<file path="src/rtl/spi_burst_ctrl_if.sv">
`default_nettype none
// ============================================================================
//  Module      : spi_burst_ctrl_if
//  Description : Host register bus and downstream spi master register port
//                bundled for spi_burst_ctrl.
//  Revision    : 1.0 - initial release
// ============================================================================
interface spi_burst_ctrl_if;
   // host side register bus
   logic [31:0] data_i;
   logic [31:0] addr_i;
   logic        we_i;
   logic [31:0] data_o;
   // downstream spi master register port
   logic [31:0] m_data_o;
   logic [31:0] m_addr_o;
   logic        m_we_o;
   logic [31:0] m_data_i;

   // the burst controller itself
   modport slave (
      input  data_i, addr_i, we_i, m_data_i,
      output data_o, m_data_o, m_addr_o, m_we_o
   );

   // host plus spi master surroundings
   modport master (
      output data_i, addr_i, we_i, m_data_i,
      input  data_o, m_data_o, m_addr_o, m_we_o
   );
endinterface
`default_nettype wire

</file>
<file path="src/rtl/spi_burst_ctrl.sv">
`default_nettype none
// ============================================================================
//  Module      : spi_burst_ctrl
//  Description : Multi-byte SPI burst sequencer. Stages host bytes in an
//                8-deep TX FIFO, feeds the single-byte spi master one byte
//                at a time with SS held, and collects replies in an 8-deep
//                RX FIFO.
//  Revision    : 1.0 - initial release
// ============================================================================
module spi_burst_ctrl (
   input  logic            clk_i,
   input  logic            rst_i,
   spi_burst_ctrl_if.slave bus
);
   typedef enum logic [2:0] {
      S_IDLE      = 3'd0,
      S_LOAD      = 3'd1,
      S_START     = 3'd2,
      S_WAIT_BUSY = 3'd3,
      S_WAIT_DONE = 3'd4,
      S_CAPTURE   = 3'd5,
      S_FINISH    = 3'd6
   } state_t;

   localparam logic [3:0] FIFO_DEPTH = 4'd8;

   state_t      state, state_nxt;
   logic        cpol, cpha, hold_cs;
   logic [7:0]  div;
   logic [3:0]  len, remaining;
   logic        abort_pend, rx_ovf, tx_ovf;
   logic [7:0]  tx_mem [8];
   logic [7:0]  rx_mem [8];
   logic [2:0]  tx_wp, tx_rp, rx_wp, rx_rp;
   logic [3:0]  tx_cnt, rx_cnt;

   logic ctrl_wr, tx_wr, stat_wr, rx_wr;
   logic start_req, abort_req, abort_any, busy;
   logic tx_full, tx_empty, rx_full, rx_empty;
   logic tx_push, tx_pop, rx_push_req, rx_push, rx_pop;
   logic unused_bits;

   assign ctrl_wr  = bus.we_i && (bus.addr_i[3:0] == 4'h0);
   assign tx_wr    = bus.we_i && (bus.addr_i[3:0] == 4'h4);
   assign stat_wr  = bus.we_i && (bus.addr_i[3:0] == 4'h8);
   assign rx_wr    = bus.we_i && (bus.addr_i[3:0] == 4'hC);

   assign busy      = (state != S_IDLE);
   assign start_req = ctrl_wr && !busy && bus.data_i[0] && (bus.data_i[19:16] != 4'h0);
   assign abort_req = ctrl_wr && busy && bus.data_i[31];
   // an abort seen in a wait state is remembered until the master goes idle
   assign abort_any = abort_req || abort_pend;

   assign tx_full  = (tx_cnt == FIFO_DEPTH);
   assign tx_empty = (tx_cnt == 4'h0);
   assign rx_full  = (rx_cnt == FIFO_DEPTH);
   assign rx_empty = (rx_cnt == 4'h0);

   assign tx_push     = tx_wr && !tx_full;
   assign tx_pop      = (state == S_LOAD) && !tx_empty;
   assign rx_push_req = (state == S_CAPTURE) && !abort_any;
   assign rx_push     = rx_push_req && !rx_full;
   assign rx_pop      = rx_wr && !rx_empty;

   assign unused_bits = ^{bus.addr_i[31:4], bus.data_i[30:20], bus.m_data_i[31:8]};

   // state register; reset returns to idle even mid-burst
   always_ff @(posedge clk_i) begin
      if (rst_i) state <= S_IDLE;
      else       state <= state_nxt;
   end

   // next state and master register port drive
   always_comb begin
      state_nxt    = state;
      bus.m_we_o   = 1'b0;
      bus.m_addr_o = 32'h8;
      bus.m_data_o = 32'h0;
      case (state)
         S_IDLE: begin
            if (start_req) state_nxt = S_LOAD;
         end
         S_LOAD: begin
            bus.m_we_o   = 1'b1;
            bus.m_addr_o = 32'h4;
            bus.m_data_o = {24'h0, (tx_empty ? 8'h00 : tx_mem[tx_rp])};
            state_nxt    = abort_any ? S_FINISH : S_START;
         end
         S_START: begin
            // suppress the enable write on abort so FINISH is not a second
            // back-to-back CTRL write
            if (abort_any) begin
               state_nxt = S_FINISH;
            end else begin
               bus.m_we_o   = 1'b1;
               bus.m_addr_o = 32'h0;
               bus.m_data_o = {16'h0, div, 4'h0, 1'b1, cpha, cpol, 1'b1};
               state_nxt    = S_WAIT_BUSY;
            end
         end
         S_WAIT_BUSY: begin
            if (bus.m_data_i[0]) state_nxt = S_WAIT_DONE;
         end
         S_WAIT_DONE: begin
            if (!bus.m_data_i[0]) state_nxt = abort_any ? S_FINISH : S_CAPTURE;
         end
         S_CAPTURE: begin
            bus.m_addr_o = 32'h4;
            state_nxt    = (abort_any || remaining == 4'd1) ? S_FINISH : S_LOAD;
         end
         S_FINISH: begin
            bus.m_we_o   = 1'b1;
            bus.m_addr_o = 32'h0;
            bus.m_data_o = {16'h0, div, 4'h0, hold_cs, cpha, cpol, 1'b0};
            state_nxt    = S_IDLE;
         end
         default: state_nxt = S_IDLE;
      endcase
   end

   // control fields, burst counter, abort latch and sticky overflow flags
   always_ff @(posedge clk_i) begin
      if (rst_i) begin
         cpol       <= 1'b0;
         cpha       <= 1'b0;
         hold_cs    <= 1'b0;
         div        <= 8'h0;
         len        <= 4'h0;
         remaining  <= 4'h0;
         abort_pend <= 1'b0;
         rx_ovf     <= 1'b0;
         tx_ovf     <= 1'b0;
      end else begin
         if (ctrl_wr && !busy) begin
            cpol    <= bus.data_i[1];
            cpha    <= bus.data_i[2];
            hold_cs <= bus.data_i[3];
            div     <= bus.data_i[15:8];
            len     <= bus.data_i[19:16];
         end
         if (start_req)               remaining <= bus.data_i[19:16];
         else if (state == S_CAPTURE) remaining <= remaining - 4'd1;
         if (state == S_FINISH) abort_pend <= 1'b0;
         else if (abort_req)    abort_pend <= 1'b1;
         if (rx_push_req && rx_full)         rx_ovf <= 1'b1;
         else if (stat_wr && bus.data_i[16]) rx_ovf <= 1'b0;
         if (tx_wr && tx_full)               tx_ovf <= 1'b1;
         else if (stat_wr && bus.data_i[17]) tx_ovf <= 1'b0;
      end
   end

   // FIFO pointers and occupancy
   always_ff @(posedge clk_i) begin
      if (rst_i) begin
         tx_wp  <= 3'h0;
         tx_rp  <= 3'h0;
         tx_cnt <= 4'h0;
         rx_wp  <= 3'h0;
         rx_rp  <= 3'h0;
         rx_cnt <= 4'h0;
      end else begin
         if (tx_push) tx_wp <= tx_wp + 3'd1;
         if (tx_pop)  tx_rp <= tx_rp + 3'd1;
         tx_cnt <= tx_cnt + {3'h0, tx_push} - {3'h0, tx_pop};
         if (rx_push) rx_wp <= rx_wp + 3'd1;
         if (rx_pop)  rx_rp <= rx_rp + 3'd1;
         rx_cnt <= rx_cnt + {3'h0, rx_push} - {3'h0, rx_pop};
      end
   end

   // FIFO storage
   always_ff @(posedge clk_i) begin
      if (tx_push) tx_mem[tx_wp] <= bus.data_i[7:0];
      if (rx_push) rx_mem[rx_wp] <= bus.m_data_i[7:0];
   end

   // host read mux
   always_comb begin
      bus.data_o = 32'h0;
      case (bus.addr_i[3:0])
         4'h0: bus.data_o = {12'h0, len, div, 4'h0, hold_cs, cpha, cpol, 1'b0};
         4'h8: bus.data_o = {14'h0, tx_ovf, rx_ovf, rx_cnt, tx_cnt, 3'h0,
                             rx_empty, rx_full, tx_empty, tx_full, busy};
         4'hC: bus.data_o = {24'h0, (rx_empty ? 8'h00 : rx_mem[rx_rp])};
         default: bus.data_o = 32'h0;
      endcase
   end
endmodule
`default_nettype wire

</file>
<file path="src/flat_wrapper.sv">
// flat-port wrapper written by rule: the top's interface ports become plain ports
module spi_burst_ctrl_flat 
  (clk_i, rst_i, bus_data_i, bus_addr_i, bus_we_i, bus_m_data_i, bus_data_o, bus_m_data_o, bus_m_addr_o, bus_m_we_o);
  spi_burst_ctrl_if bus_i ();
  input  logic clk_i;
  input  logic rst_i;
  input wire logic [$bits(bus_i.data_i)-1:0] bus_data_i;
  input wire logic [$bits(bus_i.addr_i)-1:0] bus_addr_i;
  input wire logic [$bits(bus_i.we_i)-1:0] bus_we_i;
  input wire logic [$bits(bus_i.m_data_i)-1:0] bus_m_data_i;
  output wire logic [$bits(bus_i.data_o)-1:0] bus_data_o;
  output wire logic [$bits(bus_i.m_data_o)-1:0] bus_m_data_o;
  output wire logic [$bits(bus_i.m_addr_o)-1:0] bus_m_addr_o;
  output wire logic [$bits(bus_i.m_we_o)-1:0] bus_m_we_o;
  assign bus_i.data_i = bus_data_i;
  assign bus_i.addr_i = bus_addr_i;
  assign bus_i.we_i = bus_we_i;
  assign bus_i.m_data_i = bus_m_data_i;
  assign bus_data_o = bus_i.data_o;
  assign bus_m_data_o = bus_i.m_data_o;
  assign bus_m_addr_o = bus_i.m_addr_o;
  assign bus_m_we_o = bus_i.m_we_o;
  spi_burst_ctrl u_core (.clk_i(clk_i), .rst_i(rst_i), .bus(bus_i));
endmodule
</file>
<file path="config.mk">
export PLATFORM = sky130hd
export DESIGN_NAME = spi_burst_ctrl_flat
export DESIGN_NICKNAME = d
export VERILOG_FILES = /design/src/rtl/spi_burst_ctrl_if.sv /design/src/rtl/spi_burst_ctrl.sv /design/src/flat_wrapper.sv
export SDC_FILE = /design/constraint.sdc
export NUM_CORES = 1
export LEC_CHECK = 0
export CAP_MARGIN = 5
export CORE_MARGIN = 2
export CORE_UTILIZATION = 38
export CTS_CLUSTER_DIAMETER = 30
export CTS_CLUSTER_SIZE = 25
export DETAILED_ROUTE_END_ITERATION = 12
export PLACE_DENSITY_LB_ADDON = 0.12
export SLEW_MARGIN = 0
export SYNTH_ARGS = -nofsm -noshare
export SYNTH_HDL_FRONTEND = slang
export SYNTH_SLANG_ARGS = --single-unit
</file>
<file path="constraint.sdc">
create_clock -name clk_i -period 3.1 [get_ports clk_i]
set_input_delay 0.62 -clock clk_i [delete_from_list [all_inputs] [get_ports clk_i]]
set_output_delay 0.62 -clock clk_i [all_outputs]
set_load 0.01 [all_outputs]
</file>
# Word-level counts from Yosys, hierarchy flattened

Memory sizes are Yosys's and may differ from the RTL's. A register that Yosys moved wholly into a read port is not among the register bits.
Cells that the tools add are included.

Divide/modulo/power cells: 0
Shift-type cells: 0
Add/subtract/negate cells: 9
Multiplexer cells: 31
Eq/ne operators: 15
$lt $le $gt $ge: 0
Multipliers: 0
Bitwise logic cells: 0
Reductions and logical operators: 39

Operators with widths:

| kind                                                | count |
|---|---|
| one-hot mux 32 bit (3 select lines)                 | 2 |
| one-hot mux 20 bit (3 select lines)                 | 1 |
| two-way mux 3 bit                                   | 10 |
| logical AND 1 bit                                   | 18 |
| one-hot mux 3 bit (6 select lines)                  | 1 |
| equality test 4 bit, second input constant          | 4 |
| two-way mux 16 bit                                  | 1 |
| two-way mux 8 bit                                   | 2 |
| adder 3 x 1 -> 3 bit, second input constant         | 4 |
| zero test 4 bit                                     | 3 |
| two-way mux 4 bit                                   | 3 |
| equality test 3 bit, second input constant          | 3 |
| two-way mux 1 bit                                   | 9 |
| adder 4 x 1 -> 4 bit                                | 2 |
| subtractor 4 x 1 -> 4 bit                           | 2 |
| equality test 3 x 2 -> 1 bit, second input constant | 2 |
| zero test 1 bit                                     | 6 |
| nonzero test 2 bit                                  | 3 |
| OR reduction 2 bit                                  | 3 |
| equality test 4 x 1 -> 1 bit, second input constant | 1 |
| equality test 4 x 3 -> 1 bit, second input constant | 1 |
| inequality test 2 bit, second input constant        | 2 |
| nonzero test 4 bit                                  | 1 |
| subtractor 4 x 1 -> 4 bit, second input constant    | 1 |
| other kinds (8)                                     | 9 |

Input port bits: 99
Register bits after elaboration: 45
Memories: 2
Latch bits: 0
Output and inout port bits: 97
Memory bits (read-only): 0
Word-level logic and storage cells: 112
Memory bits (writable): 128

Memories:

| name          | depth | bits a word | rd ports | clocked after memory_dff | wr ports | RTL line             | text |
|---|---|---|---|---|---|---|---|
| u_core.rx_mem | 8     | 8           | 1        | 1                        | 1        | spi_burst_ctrl.sv:33 | `logic [7:0] rx_mem [8];` |
| u_core.tx_mem | 8     | 8           | 1        | 1                        | 1        | spi_burst_ctrl.sv:32 | `logic [7:0] tx_mem [8];` |

# Logic depth before layout (Yosys ltp)

Gate-level depths: netlist of run 1.

Word-level depth: 10
Mapped depth: 13
Depth with buffers taken out: 12

# Worst setup path before layout of run 1

Ideal clock, no wire load.

Path kind: reg2reg
Start: reg u_core.state[1]
End: mem u_core.rx_mem[1][0], enable pin
Buffers on the path: 1
Slack: 0.444 ns
Data arrival time: 2.258 ns
Required time: 2.702 ns
Setup time: 0.398 ns
Stages on the path, launching flop included: 8
Period minus slack after synthesis: 2.656 ns
Path through: dfxtp_1 inv_1 ha_1 clkbuf_1 nand2_1 nor3_1 nand2_1 nor4b_1

Word-level cells in the longest chain between the ends: 9
Elaborated cells on any way between the ends: 10
Classes of those cells: eq/ne (1); mux (2); reduce/logical (7)

RTL lines:

| item                                        | RTL line              | text |
|---|---|---|
| start, declared                             | spi_burst_ctrl.sv:27  | `state_t state, state_nxt;` |
| start signal, assigned                      | spi_burst_ctrl.sv:70  | `else state <= state_nxt;` |
| nonzero test 3 bit                          | spi_burst_ctrl.sv:48  | `assign busy = (state != S_IDLE);` |
| logical AND 1 bit (2 in a row)              | spi_burst_ctrl.sv:50  | `assign abort_req = ctrl_wr && busy && bus.data_i[31];` |
| logical OR 1 bit                            | spi_burst_ctrl.sv:52  | `assign abort_any = abort_req \|\| abort_pend;` |
| zero test 1 bit                             | spi_burst_ctrl.sv:61  | `assign rx_push_req = (state == S_CAPTURE) && !abort_any;` |
| logical AND 1 bit (*)                       | spi_burst_ctrl.sv:61  |  |
| logical AND 1 bit (*)                       | spi_burst_ctrl.sv:62  | `assign rx_push = rx_push_req && !rx_full;` |
| two-way mux 1 bit (*)                       | spi_burst_ctrl.sv:174 | `if (rx_push) rx_mem[rx_wp] <= bus.m_data_i[7:0];` |
| two-way mux 1 bit (implied by the code) (*) | spi_burst_ctrl.sv:174 |  |
| end, declared                               | spi_burst_ctrl.sv:33  |  |

Mark *: on every way between the ends. The rest lies on a longest branch, timed or not.

# Final worst setup path of run 1

Start: in bus_addr_i[1]
End: out bus_data_o[3]

Word-level cells in the longest chain between the ends: 2
Elaborated cells on any way between the ends: 4
Classes of those cells: eq/ne (2); mux (1); reduce/logical (1)

RTL lines:

| item                                                          | RTL line              | text |
|---|---|---|
| start, declared                                               | flat_wrapper.sv:8     | `input wire logic [$bits(bus_i.addr_i)-1:0] bus_addr_i;` |
| equality test 4 bit / zero test 4 bit (equally long branches) | spi_burst_ctrl.sv:180 | `case (bus.addr_i[3:0])` |
| one-hot mux 20 bit (3 select lines) (*)                       | spi_burst_ctrl.sv:180 |  |
| end, declared                                                 | flat_wrapper.sv:11    | `output wire logic [$bits(bus_i.data_o)-1:0] bus_data_o;` |

Marks and branches as above.

==> flow_metrics.tcl, run 1 <==
set metrics [dict create \
    status "finished with violations" \
    violations "negative setup slack" \
    drive_gt1_share_pct 20.2 \
    worst_pin_slew_ns 0.853 \
    r2r_cells 12 \
    cp.required_ns 2.48 \
    min_from "u_core.len[3]$_SDFFE_PP0N_" \
    slowest_delay_ns 0.52 \
    cts.clk_slew.worst_paths_ns 0.07 \
    vias 5144 \
    grt_pass1_vias 5045 \
    power_density_mw_per_mm2 571 \
    arrival_ns 2.48 \
    clock_latency_ns 0.42 \
    regArea_mm2 0.00487 \
    finalPower_mw 5.85 \
    pwr-share-seq_pct 45.1 \
    gp_congestion 0.809 \
    dieArea_mm2 0.0230 \
    synth_cells 639 \
    grt.overflow.total 0 \
    final-setup-viol-count 1 \
    grt_max_degree 36 \
    rsz0062_at_grt "true" \
    worstPathCellList "dlygate4sd2_1, nor4bb_1, buf_4, nand2_2, buf_4, o21ai_2, buf_4, clkdlybuf4s50_1" \
    ys_ff_latch 179 \
    fillCellCount 1954 \
    start_util_pct 38.3 \
    ctsHoldBuffers 0 \
    maxCapViolCount 0 \
    critPathSlowestCell "clkdlybuf4s50_1" \
    fmax_mhz 322 \
    fp.coreArea_mm2 0.0216 \
    period_share_pct 100 \
    multi_input_area_mm2 0.00306 \
    antenna_found_initial 0 \
    hp-class "register to register" \
    htreeDepth 4 \
    cts_buffer_depth 2 \
    yosys-top-cells-area "edfxtp_1 (46%), dfxtp_1 (12%), mux4_2 (7.6%)" \
    wl_per_cell_um 17.0 \
    ys_async_sr_fraction_pct 0 \
    grt_pass1_wl_mm 27.4 \
    power.internal_mw 4.39 \
    dp_hpwl_mm 12.6 \
    io_pins 196 \
    portBuffers 74 \
    drt_iter0_drc 242 \
    min_period_ns 3.10 \
    synth_ff_type "edfxtp_1" \
    yosysUniqueCellTypes 65 \
    netlist.area_leader.share_pct 46.4 \
    rr_endpoint "u_core.tx_cnt[2]$_SDFF_PP0_" \
    layout.nets 891 \
    viasPerCell 4.86 \
    fin_skew_ns 0.0137 \
    cts_tree "yes" \
    die_x_um 152 \
    p_clk_share_pct 39.0 \
    switchingPower_mw 1.46 \
    rrSetupSlack_ns 0.36 \
    min_to "u_core.len[3]$_SDFFE_PP0N_" \
    crit_fanout 5 \
    drc 0 \
    power_leakage_nw 3.87 \
    irDropWorstVdd_uv 353 \
    firstDrtPassIters 4 \
    crit_type "input port to primary output" \
    holdPathStages 2 \
    start_kind "input port" \
    root_buffer "clkbuf_16" \
    setup_ws_ns -0.00351 \
    dieHeight_um 152 \
    syn_avg_cell_area_um2 13.0 \
    slew_viol_final 0 \
    tns_ns -0.00351 \
    drtAntennaViolNets 0 \
    yosysWarningCount 0 \
    hold_viol 0 \
    antennaDiodeCount 0 \
    final_cell_mix "edfxtp_1 (128), nand2_1 (64), buf_4 (61)" \
    routed_wl_mm 18.0 \
    synth_area_mm2 0.00829 \
    synth_edf_count 128 \
    critPathMostFrequentCell "buf_4" \
    numCtsBuffers 17 \
    grt_use_total_pct 16.2 \
    cts_num_sinks 179 \
    switching_share_pct 24.9 \
    yosysTopAreaCell "edfxtp_1" \
    synthToLayoutAreaGrowth_pct 23.6 \
    yosysSeqAreaShare_pct 58.7 \
    final_common_cell "edfxtp_1" \
    setup.worst_path.end_class "primary output" \
    slew_headroom_pct 42.9 \
    pwr-share-comb_pct 15.9 \
    timing.rr.start "u_core.tx_cnt[2]$_SDFF_PP0_" \
    num_rows 54 \
]
cell usage after synthesis, types with 9 or more instances:
library cell and number:
clkbuf_1 17, edfxtp_1 128, inv_1 24, nand2_1 66
dfxtp_1 51, nor3_1 12, buf_4 58, mux4_2 28
nand3_1 9, mux2i_1 24, o21ai_0 11, nor2_1 34
a21oi_1 31, ha_1 24, and2_1 10
power by group through the flow:
stage | combinational, mW | clock, mW | sequential [mW]
2_1_floorplan | 0.620 | 0 | 2.68
3_3_place_gp | 0.911 | 0 | 2.69
3_5_place_dp | 0.920 | 0 | 2.69
4_1_cts | 0.934 | 2.33 | 2.63
5_1_grt | 1.04 | 2.43 | 2.64
6_report | 0.932 | 2.28 | 2.64
timing repair:
action,4_1_cts,5_1_grt
pin swaps,4,2
buffers inserted,3,1
setup endpoints to repair,38,21
gates resized for setup,41,14
kinds of logic (layout without fill, tap and decap cells):
logic type | Yosys count | after routing | share of synthesized area (%)
AOI/OAI and AO/OA | 86 | 86 | 6.97
DFF | 179 | 179 | 58.7
and+or+nand+nor | 170 | 170 | 10.4
buffers and inverters | 112 | 195 | 7.90
other | 1 | 58 | 0.0452
adders and majority gates | 26 | 26 | 4.11
xor gates and xnor gates | 13 | 13 | 1.37
muxes | 52 | 52 | 10.5
metal layers:
layer	vias to the layer above	global-route usage, %	wire (µm)
met5	-	0	0
met4	0	4.91	231
met3	17	3.38	808
met2	129	27.5	8800
met1	2524	20.8	8110
li1	2474	-	-
final cells by class:
type	count	share of cell area, %
clock buffer	18	4.19
clock inverter	14	1.94
inverter	26	0.953
multi-input combinational	405	29.8
sequential	179	47.5
tap	280	3.42
timing repair buffer	137	12.1
metrics by stage:
stage / cells / util (%) / setup WS (ns) / hold WS [ns] / instance area (µm²)
2_1_floorplan: 696 / - / 0.444 / 0.432 / 8500
6_report: 1059 / 47.4 / -0.00351 / 0.458 / 10200
5_1_grt: 1059 / 47.4 / -0.111 / 0.476 / 10200
3_5_place_dp: 1023 / 44.0 / -0.503 / 0.449 / 9510
4_1_cts: 1058 / 47.2 / -0.112 / 0.459 / 10200
3_3_place_gp: 1023 / 44.0 / -0.585 / 0.444 / 9510
how the worst max path moves through the flow:
stage	from	endpoint	cells after the start
after detailed placement	bus_addr_i[2]	bus_data_o[3]	8
after CTS	u_core.rx_cnt[2]$_SDFF_PP0_	bus_data_o[3]	8
after global routing	bus_addr_i[1]	bus_data_o[3]	8
after global placement	bus_addr_i[2]	bus_data_o[3]	8
final	bus_addr_i[1]	bus_data_o[3]	8
after floorplan	u_core.state[1]$_SDFFE_PP0P_	u_core.rx_mem[1][0]$_DFFE_PP_	7
worst max-delay path: cells and delay by family:
kind                   cells  cell delay [ns]
AO/OA/AOI/OAI              1             0.15
AND/OR/NAND/NOR            2             0.39
buffers and inverters      5             1.31
sequential cells by signal, indices dropped and copies added, names as in the netlist, 3 cells and up, named ones only:
| name | count |
|---|---|
| u_core.div | 8 |
| u_core.rx_wp | 3 |
| u_core.rx_rp | 3 |
| u_core.rx_mem | 64 |
| u_core.len | 4 |
| u_core.tx_rp | 3 |
| u_core.rx_cnt | 4 |
| u_core.tx_mem | 64 |
| u_core.tx_wp | 3 |
| u_core.remaining | 4 |
| u_core.tx_cnt | 4 |
| u_core.state | 3 |
(Power assumes the default switching activity.)
==> run 2, diff against run 1 <==
CAP_MARGIN = 10   (was 5)
==> results of run 2 <==
The final DEF is identical to that of run 1; final timing and power are the same.
